[config.mk]
export PLATFORM = sky130hd
export DESIGN_NAME = tf_operand_sequencer_flat
export DESIGN_NICKNAME = d
export VERILOG_FILES = /design/src/rtl/tf_pkg.sv /design/src/rtl/tf_operand_sequencer_if.sv /design/src/rtl/tf_result_drain.sv /design/src/rtl/tf_operand_sequencer.sv /design/src/flat_wrapper.sv
export SDC_FILE = /design/constraint.sdc
export NUM_CORES = 1
export LEC_CHECK = 0
export BUFFER_PORTS_ARGS = -buffer_cell sky130_fd_sc_hd__clkbuf_2
export CORE_AREA = 2 2 204 186
export DETAILED_ROUTE_END_ITERATION = 6
export DIE_AREA = 0 0 206 188
export HOLD_SLACK_MARGIN = 0.12
export PLACE_DENSITY_LB_ADDON = 0.08
export SLEW_MARGIN = 20
export SYNTH_ARGS = -nofsm -noshare
export SYNTH_HDL_FRONTEND = slang
export SYNTH_SLANG_ARGS = --single-unit
[constraint.sdc]
create_clock -name clk -period 2.2 [get_ports clk]
set_clock_uncertainty 0.1 [all_clocks]
set_input_delay 0.22 -clock clk [delete_from_list [all_inputs] [get_ports clk]]
set_output_delay 0.22 -clock clk [all_outputs]
set_load 0.03 [all_outputs]
[src/rtl/tf_pkg.sv]
// Shared types for the matrix-adder operand sequencer: float word, FSM states,
// and the element count derived from the matrix dimension.
package tf_pkg;

   typedef logic [31:0] word_t;

   typedef enum logic [2:0] {
      IDLE   = 3'd0,
      FILL_A = 3'd1,
      FILL_B = 3'd2,
      LOAD   = 3'd3,
      WAIT   = 3'd4,
      DRAIN  = 3'd5
   } state_t;

   function automatic int elem_count(input int width);
      return width * width;
   endfunction

endpackage

[src/rtl/tf_operand_sequencer_if.sv]
// Serial operand input and serial result output handshakes of the sequencer.
interface tf_operand_sequencer_if;
   import tf_pkg::*;

   logic  in_valid;
   logic  in_ready;
   word_t in_data;
   logic  out_valid;
   logic  out_ready;
   word_t out_data;
   logic  out_last;

   modport master (
      output in_valid, in_data, out_ready,
      input  in_ready, out_valid, out_data, out_last
   );

   modport slave (
      input  in_valid, in_data, out_ready,
      output in_ready, out_valid, out_data, out_last
   );

endinterface

[src/rtl/tf_result_drain.sv]
// Result bank capture and serial valid/ready/last streaming of the captured words.
module tf_result_drain
   import tf_pkg::*;
#(
   parameter  int N  = 4,
   localparam int IW = (N > 1) ? $clog2(N) : 1
) (
   input  logic  clk,
   input  logic  reset,
   input  logic  capture,
   input  word_t result [N-1:0],
   input  logic  out_ready,
   output logic  out_valid,
   output word_t out_data,
   output logic  out_last,
   output logic  done
);

   localparam logic [IW-1:0] LAST_IDX = IW'(N - 1);

   word_t          bank_r [N-1:0];
   logic [IW-1:0]  cnt_r;
   logic [IW-1:0]  nxt_s;
   logic           valid_r;
   logic           last_r;
   word_t          data_r;

   assign nxt_s     = cnt_r + IW'(1);
   assign done      = valid_r && out_ready && last_r;
   assign out_valid = valid_r;
   assign out_data  = data_r;
   assign out_last  = last_r;

   // Capture the adder results, then present one word per accepted handshake.
   always_ff @(posedge clk or negedge reset) begin
      if (!reset) begin
         for (int i = 0; i < N; i++) begin
            bank_r[i] <= 32'h0;
         end
         cnt_r   <= {IW{1'b0}};
         valid_r <= 1'b0;
         last_r  <= 1'b0;
         data_r  <= 32'h0;
      end else if (capture) begin
         bank_r  <= result;
         cnt_r   <= {IW{1'b0}};
         valid_r <= 1'b1;
         data_r  <= result[0];
         last_r  <= (LAST_IDX == {IW{1'b0}});
      end else if (valid_r && out_ready) begin
         if (last_r) begin
            valid_r <= 1'b0;
            last_r  <= 1'b0;
            cnt_r   <= {IW{1'b0}};
         end else begin
            cnt_r  <= nxt_s;
            data_r <= bank_r[nxt_s];
            last_r <= (nxt_s == LAST_IDX);
         end
      end
   end

endmodule

[src/rtl/tf_operand_sequencer.sv]
// Operand fill / load / wait controller for the element-wise adder bank.
// Optional WAIT timeout with sticky err output: define TF_SEQ_TIMEOUT_EN.
module tf_operand_sequencer
   import tf_pkg::*;
#(
   parameter  int WIDTH   = 2,
   parameter  int SETTLE  = 2,
   parameter  int TIMEOUT = 1024,
   localparam int N       = elem_count(WIDTH)
) (
   input  logic  clk,
   input  logic  reset,
   tf_operand_sequencer_if.slave bus,
   output logic  add_load,
   input  logic  add_ready,
   output word_t add_a      [N-1:0],
   output word_t add_b      [N-1:0],
   input  word_t add_result [N-1:0],
   output logic  busy
`ifdef TF_SEQ_TIMEOUT_EN
   ,
   output logic  err
`endif
);

   localparam int IW = (N > 1) ? $clog2(N) : 1;
   localparam int SW = $clog2(SETTLE + 1);
   localparam logic [IW-1:0] LAST_IDX = IW'(N - 1);

   if (SETTLE < 1 || TIMEOUT < 1) begin : g_bad_param
      $error("tf_operand_sequencer: SETTLE and TIMEOUT must be >= 1");
   end

   state_t         state_r;
   logic [IW-1:0]  cnt_r;
   logic [SW-1:0]  settle_r;
   logic           add_load_r;
   logic           busy_r;
   word_t          add_a_r [N-1:0];
   word_t          add_b_r [N-1:0];
   logic           in_ready_s;
   logic           in_fire_s;
   logic           capture_s;
   logic           drain_done_s;

`ifdef TF_SEQ_TIMEOUT_EN
   localparam int TW = $clog2(TIMEOUT + 1);
   logic [TW-1:0]  wait_cnt_r;
   logic           err_r;
   assign err = err_r;
`endif

   assign in_ready_s   = (state_r == IDLE) || (state_r == FILL_A) || (state_r == FILL_B);
   assign in_fire_s    = bus.in_valid && in_ready_s;
   // Ready is only trusted once the settle window after the load has elapsed.
   assign capture_s    = (state_r == WAIT) && (settle_r == {SW{1'b0}}) && add_ready;
   assign bus.in_ready = in_ready_s;
   assign add_load     = add_load_r;
   assign busy         = busy_r;
   assign add_a        = add_a_r;
   assign add_b        = add_b_r;

   // Operand fill, load strobe and completion wait.
   always_ff @(posedge clk or negedge reset) begin
      if (!reset) begin
         state_r    <= IDLE;
         cnt_r      <= {IW{1'b0}};
         settle_r   <= {SW{1'b0}};
         add_load_r <= 1'b0;
         busy_r     <= 1'b0;
         for (int i = 0; i < N; i++) begin
            add_a_r[i] <= 32'h0;
            add_b_r[i] <= 32'h0;
         end
`ifdef TF_SEQ_TIMEOUT_EN
         wait_cnt_r <= {TW{1'b0}};
         err_r      <= 1'b0;
`endif
      end else begin
         add_load_r <= 1'b0;
         case (state_r)
            IDLE: begin
               if (in_fire_s) begin
                  add_a_r[0] <= bus.in_data;
                  busy_r     <= 1'b1;
                  cnt_r      <= (N == 1) ? {IW{1'b0}} : IW'(1);
                  state_r    <= (N == 1) ? FILL_B : FILL_A;
`ifdef TF_SEQ_TIMEOUT_EN
                  err_r      <= 1'b0;
`endif
               end
            end
            FILL_A: begin
               if (in_fire_s) begin
                  add_a_r[cnt_r] <= bus.in_data;
                  if (cnt_r == LAST_IDX) begin
                     cnt_r   <= {IW{1'b0}};
                     state_r <= FILL_B;
                  end else begin
                     cnt_r <= cnt_r + IW'(1);
                  end
               end
            end
            FILL_B: begin
               if (in_fire_s) begin
                  add_b_r[cnt_r] <= bus.in_data;
                  if (cnt_r == LAST_IDX) begin
                     cnt_r      <= {IW{1'b0}};
                     state_r    <= LOAD;
                     add_load_r <= 1'b1;
                  end else begin
                     cnt_r <= cnt_r + IW'(1);
                  end
               end
            end
            LOAD: begin
               state_r  <= WAIT;
               settle_r <= SW'(SETTLE);
`ifdef TF_SEQ_TIMEOUT_EN
               wait_cnt_r <= {TW{1'b0}};
`endif
            end
            WAIT: begin
               if (capture_s) begin
                  state_r <= DRAIN;
               end else begin
                  if (settle_r != {SW{1'b0}}) begin
                     settle_r <= settle_r - SW'(1);
                  end
`ifdef TF_SEQ_TIMEOUT_EN
                  if (wait_cnt_r == TW'(TIMEOUT - 1)) begin
                     err_r   <= 1'b1;
                     busy_r  <= 1'b0;
                     state_r <= IDLE;
                  end else begin
                     wait_cnt_r <= wait_cnt_r + TW'(1);
                  end
`endif
               end
            end
            DRAIN: begin
               if (drain_done_s) begin
                  state_r <= IDLE;
                  busy_r  <= 1'b0;
               end
            end
            default: begin
               state_r <= IDLE;
               busy_r  <= 1'b0;
            end
         endcase
      end
   end

   tf_result_drain #(.N(N)) u_drain (
      .clk       (clk),
      .reset     (reset),
      .capture   (capture_s),
      .result    (add_result),
      .out_ready (bus.out_ready),
      .out_valid (bus.out_valid),
      .out_data  (bus.out_data),
      .out_last  (bus.out_last),
      .done      (drain_done_s)
   );

endmodule

[src/flat_wrapper.sv]
// flat-port wrapper written by rule: the top's interface ports become plain ports
module tf_operand_sequencer_flat import tf_pkg::*;
#(
   parameter  int WIDTH   = 2,
   parameter  int SETTLE  = 2,
   parameter  int TIMEOUT = 1024,
   localparam int N       = elem_count(WIDTH)
)
  (clk, reset, add_load, add_ready, add_a, add_b, add_result, busy, bus_in_valid, bus_in_data, bus_out_ready, bus_in_ready, bus_out_valid, bus_out_data, bus_out_last);
  tf_operand_sequencer_if bus_i ();
  input  logic clk;
  input  logic reset;
  output logic add_load;
  input  logic add_ready;
  output word_t add_a[N-1:0];
  output word_t add_b[N-1:0];
  input  word_t add_result[N-1:0];
  output logic busy;
  input wire logic [$bits(bus_i.in_valid)-1:0] bus_in_valid;
  input wire logic [$bits(bus_i.in_data)-1:0] bus_in_data;
  input wire logic [$bits(bus_i.out_ready)-1:0] bus_out_ready;
  output wire logic [$bits(bus_i.in_ready)-1:0] bus_in_ready;
  output wire logic [$bits(bus_i.out_valid)-1:0] bus_out_valid;
  output wire logic [$bits(bus_i.out_data)-1:0] bus_out_data;
  output wire logic [$bits(bus_i.out_last)-1:0] bus_out_last;
  assign bus_i.in_valid = bus_in_valid;
  assign bus_i.in_data = bus_in_data;
  assign bus_i.out_ready = bus_out_ready;
  assign bus_in_ready = bus_i.in_ready;
  assign bus_out_valid = bus_i.out_valid;
  assign bus_out_data = bus_i.out_data;
  assign bus_out_last = bus_i.out_last;
  tf_operand_sequencer #(.WIDTH(WIDTH), .SETTLE(SETTLE), .TIMEOUT(TIMEOUT)) u_core (.clk(clk), .reset(reset), .bus(bus_i), .add_load(add_load), .add_ready(add_ready), .add_a(add_a), .add_b(add_b), .add_result(add_result), .busy(busy));
endmodule
**After elaboration in Yosys (flattened, before gate mapping)**

Cells that the tools add are included.
Widths: inputs -> output; s select.

- Equal/unequal tests: 18
- Mux-type cells: 42
- Bitwise operators: 1
- Reductions and logical operators: 27
- $add $sub $neg: 3
- Order comparisons: 3

Operators by type and width:

| kind | number |
|---|---|
| $bwmux 128 | 2 |
| $mux 32 | 7 |
| $bmux 32 s2 | 1 |
| $demux 32 s2 | 1 |
| $pmux 32 s2 | 1 |
| $mux 3 | 7 |
| $pmux 3 s6 | 1 |
| $mux 2 | 8 |
| $ne 2x1->1 const B | 7 |
| $reduce_and 3->1 | 4 |
| $reduce_bool 2->1 | 6 |
| $mux 1 | 11 |
| $ne 2x2->1 const B | 4 |
| $pmux 2 s2 | 2 |
| $reduce_and 2->1 | 4 |
| $reduce_and 7->1 | 1 |
| $eq 3x2->1 const B | 2 |
| $eq 3x3->1 const B | 2 |
| $logic_and 1x1->1 | 6 |
| $lt 2x3->1 const B | 2 |
| $add 2x1->2 const B | 2 |
| $eq 2x2->1 const B | 2 |
| $reduce_or 4->1 | 1 |
| $eq 3x1->1 const B | 1 |
| 8 further kinds | 9 |

- Logic and storage cells: 115
- Output and inout bits: 293
- Register bits after elaboration: 429
- Input bits: 165

**Longest topological paths before layout**

- Depth after elaboration: 7
- Mapped depth: 9
- Gate-level depth less buffers: 5

**By module**

Synthesis repeated with hierarchy kept, for this count alone.

- Cell total of the unflattened synthesis: 1054
- Area total of the unflattened synthesis: 18008.5 µm²

By module, submodules not included:

| module | area an instance (µm²) | cells each | seq. area each (µm²) | times used |
|---|---|---|---|---|
| tf_operand_sequencer | 10931.7 | 616 | 6631.4 | 1 |
| tf_result_drain | 7076.8 | 438 | 4103.9 | 1 |

**Worst setup path before layout**

OpenSTA, ideal clock, no wires.

- Kind: reg2reg
- From: register u_core.u_drain.cnt_r[0]
- To: register u_core.u_drain.data_r[10], in the netlist u_core.u_drain.out_data[10]
- Data arrival time: 1.989 ns
- Stages on the path, launching flop included: 10
- Period minus slack after synthesis: 2.216 ns
- Setup slack: -0.016 ns
- Library setup time: 0.127 ns
- Required time: 1.973 ns
- Path buffers: 4
- Path through: dfrtp_1 -> buf_2 -> buf_2 -> inv_1 -> ha_1 -> clkbuf_1 -> buf_2 -> mux4_2 -> nand2_1 -> a31oi_1

- Word-level cells in the longest chain between the ends: 6

RTL lines:

| what | line | text |
|---|---|---|
| from (decl) | tf_result_drain.sv:22 | `logic [IW-1:0] cnt_r;` |
| from (signal assigned) | tf_result_drain.sv:40 | `cnt_r <= {IW{1'b0}};` |
| from (signal assigned) | tf_result_drain.sv:46 | `cnt_r <= {IW{1'b0}};` |
| from (signal assigned) | tf_result_drain.sv:54 | `cnt_r <= {IW{1'b0}};` |
| $add 2x1->2 | tf_result_drain.sv:28 | `assign nxt_s = cnt_r + IW'(1);` |
| $bmux 32 s2 | tf_result_drain.sv:57 | `data_r <= bank_r[nxt_s];` |
| $mux 32 (not written as such) | tf_result_drain.sv:57 |  |
| $mux 32 | tf_result_drain.sv:51 | `if (last_r) begin` |
| $mux 32 | tf_result_drain.sv:50 | `end else if (valid_r && out_ready) begin` |
| $mux 32 | tf_result_drain.sv:44 | `end else if (capture) begin` |
| to (signal assigned) | tf_result_drain.sv:48 | `data_r <= result[0];` |
| to (signal assigned) | tf_result_drain.sv:57 |  |
| to (decl) | tf_result_drain.sv:26 | `word_t data_r;` |

Every way passes these cells. The select of a mux whose other input is x is not followed.
A chain may end at the register's enable or synchronous reset.

**Final worst setup path**

- From: register u_core.settle_r[0]
- To: register u_core.u_drain.bank_r[2] (netlist bit)

- Word-level cells in the longest chain between the ends: 3

RTL lines:

| what | line | text |
|---|---|---|
| from (decl) | tf_operand_sequencer.sv:36 | `logic [SW-1:0] settle_r;` |
| from (signal assigned) | tf_operand_sequencer.sv:68 | `settle_r <= {SW{1'b0}};` |
| from (signal assigned) | tf_operand_sequencer.sv:118 | `settle_r <= SW'(SETTLE);` |
| from (signal assigned) | tf_operand_sequencer.sv:128 | `settle_r <= settle_r - SW'(1);` |
| $logic_not 2->1 | tf_operand_sequencer.sv:56 | `assign capture_s = (state_r == WAIT) && (settle_r == {SW{1'b0}}) && add_ready;` |
| $logic_and 1x1->1 (2 in a row) | tf_operand_sequencer.sv:56 |  |
| to (signal assigned) | tf_result_drain.sv:45 | `bank_r <= result;` |
| to (decl) | tf_result_drain.sv:21 | `word_t bank_r [N-1:0];` |

Every way passes these cells.

==> impl_metrics.ini <==
[run]
drv_cap = 0

[synthesis]
synth_area_mm2 = 0.0174
synth_area_leaders = dfrtp_1, mux2_2, mux2_1
synth.avg_cell_area_um2 = 15.5
yosysSeqAreaShare_pct = 61.6
synth.largest_area_cell = dfrtp_1
async_flop_share_pct = 100
ys_warn_count = 0
synth_top_area_share_pct = 61.6
synthCells = 1124
synth_cell_types = 42
syn_nets = 1295
synth-seq-cells = 429
synth_ff_type = dfrtp_1
synth_edf_count = 0

[placed_design]
gp_congestion = 0.770
hpwl_mm = 31.5
pre_cts_slack_ns = 0.0968
dp_cells = 2038
port_buffers = 457

[pwr]
switching_power_w = 0.0121
p_sw_share_pct = 36.9
p_int_w = 0.0206
p_seq_share_pct = 38.3
p_comb_share_pct = 38.7
ir_worst_vdd_uv = 1080
p_leak_nw = 11.6
power.density_mw_per_mm2 = 1380
clock_power_share_pct = 23.0

[floorplanning]
rows = 67
ioPinCount = 458
die_h_um = 188
core_area_mm2 = 0.0367
die_area_mm2 = 0.0387
die_w_um = 206
initial_core_util_pct = 47.4

[sta]
post-route-period-util_pct = 90.4
finalWorstPathRequiredPeriod_ns = 1.99
timing.final.ws_setup_ns = 0.212
max-slew-margin-rel_pct = 68.9
hold_slack_ns = 0.326
slew_violations = 0
max_clock_freq_mhz = 503
setup_tns_ns = 0
setup_viol_count_final = 0
hold_viol = 0
rsz0062_at_grt = no
tightest_slew_ns = 0.467

[critical_path]
regToRegStartpoint = u_core.settle_r[0]
cp.arrival_ns = 2.30
crit_fanout = 32
startpoint = u_core.settle_r[0]
crit_required_ns = 2.52
criticalPathCategory = reg -> reg
start_kind = flip-flop
crit_path_end_kind = flip-flop

[cts]
cts_root_buf = clkbuf_16
cts_tree = done
numCtsBuffers = 45
path_clk_slew_ns = 0.06
cts_buffer_depth = 3
h-tree-depth = 2
clk_latency_ns = 0.55
clock_sinks = 429

[global_route]
grtUsageTotal_pct = 24.7
grt_max_degree = 64
grt_pass1_vias = 12400
grt_pass1_wl_mm = 73.8
grt_remaining_overflow = 0
antenna_found_initial = 1

[routing]
antenna_left = 0
num_vias = 12000
drc = 0
drt_iter0_drc = 550
drt-wirelength-per-cell_um = 20.8
wl_mm = 47.5
drt_first_pass_iters = 6
vias_per_cell = 5.24

[final_layout]
finalNetCount = 1942
final_cells = 2283
final_common_cell = clkbuf_2
post-route-util_pct = 64.3
layout_common_cells = clkbuf_2, dfrtp_1, mux2_2
area_growth_pct = 35.5
final_layout_size_suffix_gt1_share_pct = 50.6

[status]
outcome = finished clean

[min_path]
hold_start = add_result[104]
min_path_type = in -> reg
==> state kept, by name, indices dropped and copies added (netlist names) <==
register	flops
u_core.busy	1
u_core.u_drain.out_valid	1
u_core.u_drain.bank_r	128
u_core.u_drain.cnt_r	2
u_core.cnt_r	2
u_core.add_load	1
u_core.settle_r	2
u_core.add_b	128
u_core.state_r	3
u_core.u_drain.out_data	32
u_core.add_a	128
u_core.u_drain.out_last	1
==> what timing repair did <==
item,CTS,global route
hold endpoints to repair,855,0
resized for setup,0,1
endpoints found under the setup margin,0,95
hold buffers,166,0
setup buffers,0,3
==> synthesized netlist by cell type (2+ instances only) <==
master	n
a21o_1	2
a21oi_1	4
a31oi_1	33
and3_1	6
and3b_1	2
buf_1	4
buf_2	11
buf_4	32
buf_6	3
buf_8	7
clkbuf_1	13
clkbuf_2	3
dfrtp_1	429
ha_1	6
inv_1	8
mux2_1	87
mux2_2	297
mux2i_1	2
mux4_2	32
nand2_1	74
nand2b_1	2
nand3_1	4
nor2_1	5
nor2b_1	3
nor3_1	33
o21ai_0	5
or2_1	2
==> power by group through the flow <==
stage,combinational (W),clock [W],sequential (W)
after global routing,0.0135,0.00798,0.0129
after floorplan,0.00534,0,0.0156
after detailed placement,0.0125,0,0.0126
final,0.0126,0.00750,0.0125
after global placement,0.0123,0,0.0125
after CTS,0.0127,0.00764,0.0125
==> worst max-delay path, cell delays in order (launching register included) <==
cell and delay, ns:
dfrtp_1 0.35, inv_1 0.10, ha_1 0.21, nand3_2 0.18
nor2_8 0.16, buf_12 0.16, buf_12 0.22, mux2_1 0.36
==> layer usage <==
layer / share of wire (%) / global-route usage (%)
met5: 0 / 0
met3: 6.4 / 5.49
met1: 42 / 32.3
met2: 49 / 40.9
met4: 3.0 / 8.43
==> stage by stage <==
| step | total power [W] | cell area (um2) |
|---|---|---|
| after global placement | 0.0248 | 20400 |
| after global routing | 0.0344 | 23600 |
| after detailed placement | 0.0251 | 20400 |
| final | 0.0327 | 23600 |
| after CTS | 0.0329 | 23600 |
| after floorplan | 0.0209 | 17400 |
==> logic make-up after synthesis <==
| logic type | after synthesis | share of synthesized area (%) |
|---|---|---|
| buf+inv | 82 | 3.23 |
| mux | 418 | 29.1 |
| flops | 429 | 61.6 |
| fa+ha+maj | 7 | 0.489 |
| compound gates | 54 | 2.02 |
| simple gates | 134 | 3.53 |
==> final cells by class <==
| class | count | area [um2] |
|---|---|---|
| fillers | 2799 | 13100 |
| flip-flops and latches | 429 | 10700 |
| multi-input cells | 613 | 6130 |
| repair buffers | 674 | 4640 |
| clock buffers | 69 | 1360 |
| well taps | 483 | 604 |
| clock inverters | 6 | 86.3 |
| inverters | 8 | 30.0 |
| diodes | 1 | 2.50 |
==> worst paths after layout <==
path	endpoint	slack, ns	cells after the start
max	u_core.u_drain.bank_r[2]	0.21	7
min	u_core.u_drain.bank_r[104]	0.33	3
max reg2reg	u_core.u_drain.bank_r[2]	0.21	7
min reg2reg	u_core.u_drain.bank_r[21]	0.38	1
max in group asynchronous	u_core.u_drain.bank_r[37]	0.75	4
min in group asynchronous	u_core.u_drain.bank_r[94]	0.59	3
Note: power is estimated with default switching activity, not from simulation.
